===== src/rtl/first_bit_place.sv =====
// Sequential leading-one placer: shifts a normalized mantissa right so its MSB lands at in_pos,
// resolving one power-of-two shift stage per clock (MSB stage first) and collecting a sticky bit.
module first_bit_place #(
   parameter int unsigned WIDTH = 32,
   localparam int unsigned L2 = $clog2(WIDTH)
) (
   input  logic             clk,
   input  logic             rst,
   input  logic             in_valid,
   output logic             in_ready,
   input  logic [WIDTH-1:0] in_mant,
   input  logic [L2-1:0]    in_pos,
   output logic             out_valid,
   input  logic             out_ready,
   output logic [WIDTH-1:0] out_value,
   output logic             out_sticky,
   output logic             out_clamped
);

   typedef enum logic [1:0] {
      StIdle,
      StShift,
      StDone
   } state_e;

   localparam logic [L2-1:0] MaxPos   = L2'(WIDTH - 1);
   localparam logic [L2-1:0] TopStage = L2'(L2 - 1);

   state_e           state_q, state_d;
   logic [WIDTH-1:0] data_q, data_d;
   logic             sticky_q, sticky_d;
   logic             clamped_q, clamped_d;
   logic [L2-1:0]    k_q, k_d;
   logic [L2-1:0]    s_q, s_d;

   logic [L2-1:0]    pos_eff;
   int unsigned      stage_amt;
   logic [WIDTH-1:0] stage_mask;

   always_ff @(posedge clk) begin
      if (rst) begin
         state_q   <= StIdle;
         data_q    <= '0;
         sticky_q  <= 1'b0;
         clamped_q <= 1'b0;
         k_q       <= '0;
         s_q       <= '0;
      end else begin
         state_q   <= state_d;
         data_q    <= data_d;
         sticky_q  <= sticky_d;
         clamped_q <= clamped_d;
         k_q       <= k_d;
         s_q       <= s_d;
      end
   end

   always_comb begin
      state_d    = state_q;
      data_d     = data_q;
      sticky_d   = sticky_q;
      clamped_d  = clamped_q;
      k_d        = k_q;
      s_d        = s_q;
      pos_eff    = (in_pos > MaxPos) ? MaxPos : in_pos;
      stage_amt  = 32'd1 << k_q;
      // Bits that fall off the bottom when this stage shifts by 2^k.
      stage_mask = ~({WIDTH{1'b1}} << stage_amt);

      unique case (state_q)
         StIdle: begin
            if (in_valid) begin
               data_d    = in_mant;
               sticky_d  = 1'b0;
               clamped_d = (in_pos > MaxPos);
               s_d       = MaxPos - pos_eff;
               k_d       = TopStage;
               state_d   = StShift;
            end
         end
         StShift: begin
            if (s_q[k_q]) begin
               sticky_d = sticky_q | (|(data_q & stage_mask));
               data_d   = data_q >> stage_amt;
            end
            if (k_q == '0) begin
               state_d = StDone;
            end else begin
               k_d = k_q - 1'b1;
            end
         end
         StDone: begin
            if (out_ready) begin
               state_d = StIdle;
            end
         end
         default: state_d = StIdle;
      endcase
   end

   assign in_ready    = (state_q == StIdle) && !rst;
   assign out_valid   = (state_q == StDone);
   assign out_value   = data_q;
   assign out_sticky  = sticky_q;
   assign out_clamped = clamped_q;

endmodule


===== config.mk =====
export PLATFORM = sky130hd
export DESIGN_NAME = first_bit_place
export DESIGN_NICKNAME = d
export VERILOG_FILES = /design/src/rtl/first_bit_place.sv
export SDC_FILE = /design/constraint.sdc
export NUM_CORES = 1
export LEC_CHECK = 0
export CAP_MARGIN = 20
export CORE_MARGIN = 1.5
export CORE_UTILIZATION = 55
export CTS_CLUSTER_DIAMETER = 30
export DETAILED_ROUTE_END_ITERATION = 6
export PLACE_DENSITY_LB_ADDON = 0.2
export SLEW_MARGIN = 10
export SYNTH_ARGS = -nofsm -noshare
export SYNTH_HDL_FRONTEND = slang
export SYNTH_SLANG_ARGS = --single-unit

===== constraint.sdc =====
create_clock -name clk -period 7.1 [get_ports clk]
set_input_delay 1.065 -clock clk [delete_from_list [all_inputs] [get_ports clk]]
set_output_delay 1.065 -clock clk [all_outputs]
set_load 0.05 [all_outputs]

==> key figures, run 1 <==
Layout
  – Number of fill cells: roughly 730
  – Reg area: 921 sq um
  – Share of cells above drive strength 1: 0.0897
  – Area occupied by multi-input gates: ~0.0034 sq mm
  – Final Cell Area: 0.00545 sq mm
  – Layout area overhead: 15.8%
  – Final #Nets: between 700 and 800
  – Final Non-Filler Cells: between 700 and 800
  – Diode count: 0

Timing
  – Worst slew margin: 0.275
  – Fin. Hold Viols: 0
  – F_max: about 270 MHz
  – Minimum clock period: 3.66 ns
  – Unrepaired setup endpoints after global routing: no
  – Setup TNS: 0 ns
  – Setup Skew: between 0.01 and 0.015 ns
  – Least-Margin Pin Slew: 1.09 ns
  – Post-route setup slack: 3.45 ns
  – Period utilization: 0.515
  – WHS: a little under 0.5 ns
  – Setup-failing EPs final: 0
  – Final Slew Violations: 0

Place
  – Gp weighted congestion: between 1 and 1.5
  – DP Cell Count: 755
  – Placed cell areas: 0.00536 sq mm
  – Place WS: between 3 and 4 ns
  – Post-DP HPWL: 14100 um
  – I/O Buffers: 76

Yosys
  – Syn nets: 681
  – Post-Synthesis Cell Area: about 0.0047 sq mm
  – Synth Register Bits: 46
  – Post-synth EDFFs: 0
  – Cells after synthesis: 635
  – Synth top area share: 0.196
  – Synth top cells by count: nor2_1 (66), a21oi_1 (51), dfxtp_1 (46), nand2_1 (46), clkbuf_1 (39)
  – Synth area leader: dfxtp_1
  – Syn. warnings: 0
  – Average size of a mapped cell: roughly 7.4 sq um
  – FFs w/ async S/R, synth: 0
  – Top area cells in the synthesized netlist: dfxtp_1 (20%), mux2i_1 (5.7%), a21oi_1 (5.4%)
  – Library cells used by synthesis: a little over 80
  – Top FF cell, synth: dfxtp_1
  – Sequential fraction of the synthesis area: 0.196
  – Most instantiated library cell after synthesis: nor2_1

Floorplan
  – Die width: 95.5 um
  – Die height: ~96 um
  – Die area: between 0.009 and 0.01 sq mm
  – # rows: 33
  – IO Count: between 70 and 80
  – Core area: ~0.0083 sq mm
  – Starting Density: 0.570

Run status
  – Failing checks: DRC
  – Status: finished with violations

Min path
  – Hold Crit Class: reg2reg
  – Worst Hold Path EP: out_clamped
  – Worst hold stages: 1
  – Hold path start: out_clamped

Routing
  – Via/cell ratio: roughly 7.8
  – Via count: about 5900
  – Final wirelength: 20500 um
  – Initial DRC Count: 979
  – Drt drc: 6
  – Antenna Nets Post-Route: 0
  – DR WL/cell: 26.9 um
  – Router iterations before antenna repair: 7

Job
  – MaxCap Viol Count: 0

Global route
  – Largest net degree at the start of global routing: 63
  – Tot GR Track Use: 0.451
  – Total grt overflow: 0
  – Initial antenna violation count: 0
  – Vias in the first global route: between 5000 and 6000
  – First-pass GRT wire length: between 30000 and 40000 um

Clocking
  – Cts repair resizes: 0
  – Clk slew on worst S/H paths: ~0.1 ns
  – CTS max path bufs: 2
  – CTS tree: done
  – Sink Count: 46
  – Clock Tree Root: clkbuf_8
  – Clock latency on the worst-skew pair: between 0.3 and 0.4 ns
  – H-tree Lvls: 2
  – Postcts setup bufs: 0
  – Hold bufs inserted after CTS: 0
  – Number of CTS-inserted buffers: 5

Critical path
  – R2R depth: 9
  – Crit Path Max Fanout: 50
  – Nature of the critical path startpoint: input pin
  – Worst Setup End Kind: output port
  – Req. time, crit path: about 6 ns
  – CP arrival: roughly 2.6 ns
  – FF-to-FF Start: k_q[0]
  – Worst r2r dst: out_value[14]
  – Worst R2R Setup Slack: between 3 and 4 ns
  – Setup Crit Path Kind: in2out

Power and ir drop
  – Pleak: between 1.5 and 2 nW
  – VDD IR max: ~0.00021 V
  – Cell area power density: between 300 and 400 mW/mm^2
[power breakdown]
part	total [mW]	internal, mW	leakage (nW)	switching, mW
combinational	1.39	0.501	1.50	0.893
sequential	0.480	0.309	0.380	0.170
clock	0.177	0.0731	0.0467	0.103
[cell type report]
cell class,count,share of cell area
well taps,105,0.0241
clock buffers,5,0.0126
repair buffers,88,0.155
clock inverters,3,0.00505
multi-input cells,505,0.627
inverters,11,0.00757
flip-flops and latches,46,0.169
[kinds of logic after synthesis]
logic type	Yosys count	share of synthesized area
xor+xnor	3	0.00558
buf+inv	84	0.0813
fa+ha+maj	5	0.0133
simple gates	201	0.216
flops	46	0.196
compound gates	252	0.378
mux	44	0.111
[worst max-delay path: stages]
cell and delay [ns]:
buf_2 0.69, nor3_1 0.09, clkdlybuf4s50_1 0.74
[stage by stage]
step,power [mW],utilization
after global routing,2.12,0.660
final,2.05,0.660
after CTS,1.97,0.660
after detailed placement,1.79,0.648
after floorplan,1.39,-
after global placement,1.78,0.648
[per-layer routing]
metal / global-route usage / vias up / part of all wire
met3: 0.123 / 127 / 0.15
met5: 0 / - / 0
met1: 0.607 / 2744 / 0.37
li1: - / 2481 / -
met4: 0.230 / 0 / 0.057
met2: 0.654 / 589 / 0.42
[how the worst max path moves through the flow]
stage,startpoint,endpoint,slack (ns),cells after the start
CTS,rst,in_ready,3.46,3
floorplan,rst,in_ready,3.54,3
global placement,rst,in_ready,3.47,3
detailed placement,rst,in_ready,3.45,3
finish,rst,in_ready,3.45,3
global route,rst,in_ready,3.41,3
[registers in the layout, indices dropped and copies added, names as in the netlist]
name         flops
out_value       32
out_sticky       1
s_q              5
out_clamped      1
k_q              5
state_q          2
[layout by cell type, fill, tap and decap left out, types with 4 or more instances in the layout]
cell type and count:
mux2i_1 27, and2_1 5, nand2_1 46, buf_4 12, o211ai_1 7, nor2_1 66, a21o_1 8, a2bb2oi_1 7
nor4_1 7, a21oi_1 51, mux4_2 5, a22oi_1 24, mux2_2 11, o21ai_0 36, a221oi_1 17, dfxtp_1 46
inv_1 11, nor3_1 13, o221ai_1 8, nor2b_1 6, nand3_1 18, a311oi_1 4, a221o_1 6, nand2b_1 8
clkbuf_8 5, o22ai_1 11, a211oi_1 19, clkdlybuf4s50_1 75, nor3b_1 5, a31oi_1 6
(Power assumes the default switching activity.)
==> inputs of run 2 (changes only) <==
--- a/config.mk
+++ b/config.mk
@@ -7,7 +7,7 @@
 export LEC_CHECK = 0
 export CAP_MARGIN = 20
 export CORE_MARGIN = 1.5
-export CORE_UTILIZATION = 55
+export CORE_UTILIZATION = 50
 export CTS_CLUSTER_DIAMETER = 30
 export DETAILED_ROUTE_END_ITERATION = 6
 export PLACE_DENSITY_LB_ADDON = 0.2
==> constraint.sdc (replaced) <==
create_clock -name clk -period 3.2 [get_ports clk]
set_input_delay 0.48 -clock clk [delete_from_list [all_inputs] [get_ports clk]]
set_output_delay 0.48 -clock clk [all_outputs]
set_load 0.05 [all_outputs]
==> run 2 against run 1 <==
Compared with the run above: the flow now finishes without violations; total power increased by 140%; register-to-register slack lost 3.4 ns; sequential share of layout area fell by 0.91 points; cell area is 5.7% higher; clock power grew to 2.7 times the previous value; global-route usage rose by 0.75 points; critical path depth increased by 3; sequential power grew 120%; core utilization decreased by 3.4 points; worst setup slack worse by 3.3 ns; clock skew is 0.012 ns higher.
==> key figures, run 2 (synthesis gave the netlist of run 1 again) <==
Timing
  – WHS: between 0.4 and 0.5 ns
  – Setup-failing EPs final: 0
  – Minimum clock period: about 3 ns
  – Period utilization: 0.958
  – F_max: 326 MHz
  – Worst slew margin: 0.520
  – Least-Margin Pin Slew: approximately 0.7 ns
  – Final Slew Violations: 0
  – Setup Skew: 0.0240 ns
  – Unrepaired setup endpoints after global routing: no
  – Setup TNS: 0 ns
  – Fin. Hold Viols: 0

Clocking
  – Hold bufs inserted after CTS: 0
  – Clock latency on the worst-skew pair: roughly 0.33 ns
  – CTS tree: done
  – Postcts setup bufs: 0
  – Sink Count: 46
  – Number of CTS-inserted buffers: 5
  – H-tree Lvls: 2
  – Clk slew on worst S/H paths: between 0.1 and 0.15 ns
  – CTS max path bufs: 2
  – Clock Tree Root: clkbuf_8

Layout
  – Final #Nets: approximately 740
  – Max reg flops: 32
  – Fin util: 0.627
  – Number of fill cells: between 800 and 900
  – Most frequent cells in the layout: clkdlybuf4s50_1 (75), nor2_1 (66), a21oi_1 (51)
  – Share of cells above drive strength 1: 0.134
  – Diode count: 0
  – Layout area overhead: 22.3%
  – Final Non-Filler Cells: about 800
  – Most common cell after layout, fill and taps aside: clkdlybuf4s50_1

Global route
  – Total grt overflow: 0
  – First-pass GRT wire length: ~35000 um
  – Tot GR Track Use: 0.459
  – Largest net degree at the start of global routing: 50
  – Vias in the first global route: between 5000 and 6000
  – Initial antenna violation count: 1

Power and ir drop
  – Power after layout: ~4.9 mW
  – Sw power: 2.72 mW
  – Combinational power share: 0.690
  – Pleak: ~2.1 nW
  – Seq pwr share: 0.212
  – Cell-internal power: 2.21 mW
  – Net Sw Frac: 0.552
  – Clock power frac: 0.098
  – Cell area power density: between 800 and 900 mW/mm^2
  – VDD IR max: 0.000415 V

Routing
  – Final wirelength: approximately 23000 um
  – Initial DRC Count: approximately 960
  – Via/cell ratio: ~7.6
  – Router iterations before antenna repair: 7
  – Antenna Nets Post-Route: 0
  – DR WL/cell: about 28 um
  – Drt drc: 0
  – Via count: just over 6000

Critical path
  – Worst Setup End Kind: register
  – Setup Crit Path Kind: reg2reg
  – Worst R2R Setup Slack: roughly 0.13 ns
  – CP arrival: roughly 3.3 ns
  – Nature of the critical path startpoint: register
  – Req. time, crit path: between 3 and 4 ns
  – Crit Path Max Fanout: 17

Place
  – Gp weighted congestion: roughly 1.1
  – I/O Buffers: 76
  – DP Cell Count: 796
  – Post-DP HPWL: roughly 16000 um

Job
  – MaxCap Viol Count: 0

Floorplan
  – # rows: 35
  – Core area: around 0.0092 sq mm
  – Die width: 100 um
  – Starting Density: 0.512
  – Die height: 100 um
  – IO Count: 77
  – Die area: around 0.010 sq mm

Min path
  – Hold Crit Class: reg2reg

Run status
  – Status: finished clean
==> run 2: cell count changes in the layout (fill, tap and decap cells not counted), sizes merged <==
cell    delta
buf       +35
clkbuf     +1
bufinv     +1
inv        -2
==> run 2: power by group through the flow <==
stage,clock (mW),combinational [mW],sequential [mW]
6_report,0.485,3.40,1.04
4_1_cts,0.476,3.25,1.00
3_3_place_gp,0,3.24,1.02
5_1_grt,0.492,3.55,1.04
3_5_place_dp,0,3.23,1.02
2_1_floorplan,0,1.98,1.11
==> run 2: repair_timing <==
| action | CTS | global route |
|---|---|---|
| endpoints found under the hold margin | 0 | 0 |
| setup endpoints to repair | 0 | 1 |
| gates resized for setup | 0 | 1 |
==> run 2: area by class of cell <==
class / count / area, sq um / area share
multi-input cells: 505 / 3420 / 0.593
repair buffers: 123 / 1130 / 0.197
flip-flops and latches: 46 / 921 / 0.160
well taps: 111 / 139 / 0.0241
clock buffers: 6 / 72.6 / 0.0126
inverters: 11 / 41.3 / 0.00717
clock inverters: 2 / 37.5 / 0.00651
==> run 2: worst max-delay path, stage by stage (launching register included) <==
cell and delay, ns:
dfxtp_1 0.79, or3_1 0.66, buf_4 0.36, a31oi_1 0.20, a22oi_1 0.45, a22oi_1 0.19, a311oi_1 0.30
==> run 2: path summary, 6_finish.rpt <==
check	from	to	cells past startpoint
setup / recovery	k_q[3]	out_value[14]	6
hold / removal	out_clamped	out_clamped	1
setup reg to reg	k_q[3]	out_value[14]	6
hold reg to reg	out_clamped	out_clamped	1
==> run 2: metrics by stage <==
stage | instance area (sq um) | worst slack [ns]
after detailed placement | 5650 | 0.283
after global routing | 5760 | 0.0883
final | 5760 | 0.134
after CTS | 5760 | 0.268
after global placement | 5650 | 0.251
after floorplan | 4710 | 0.807
==> run 2: routing by layer <==
metal  vias up  wire (um)  global-route usage
li1       2554          -                   -
met1      2797       8250               0.589
met2       591       9480               0.668
met3       131       3710               0.189
met4         0       1290               0.215
met5         -          0                   0
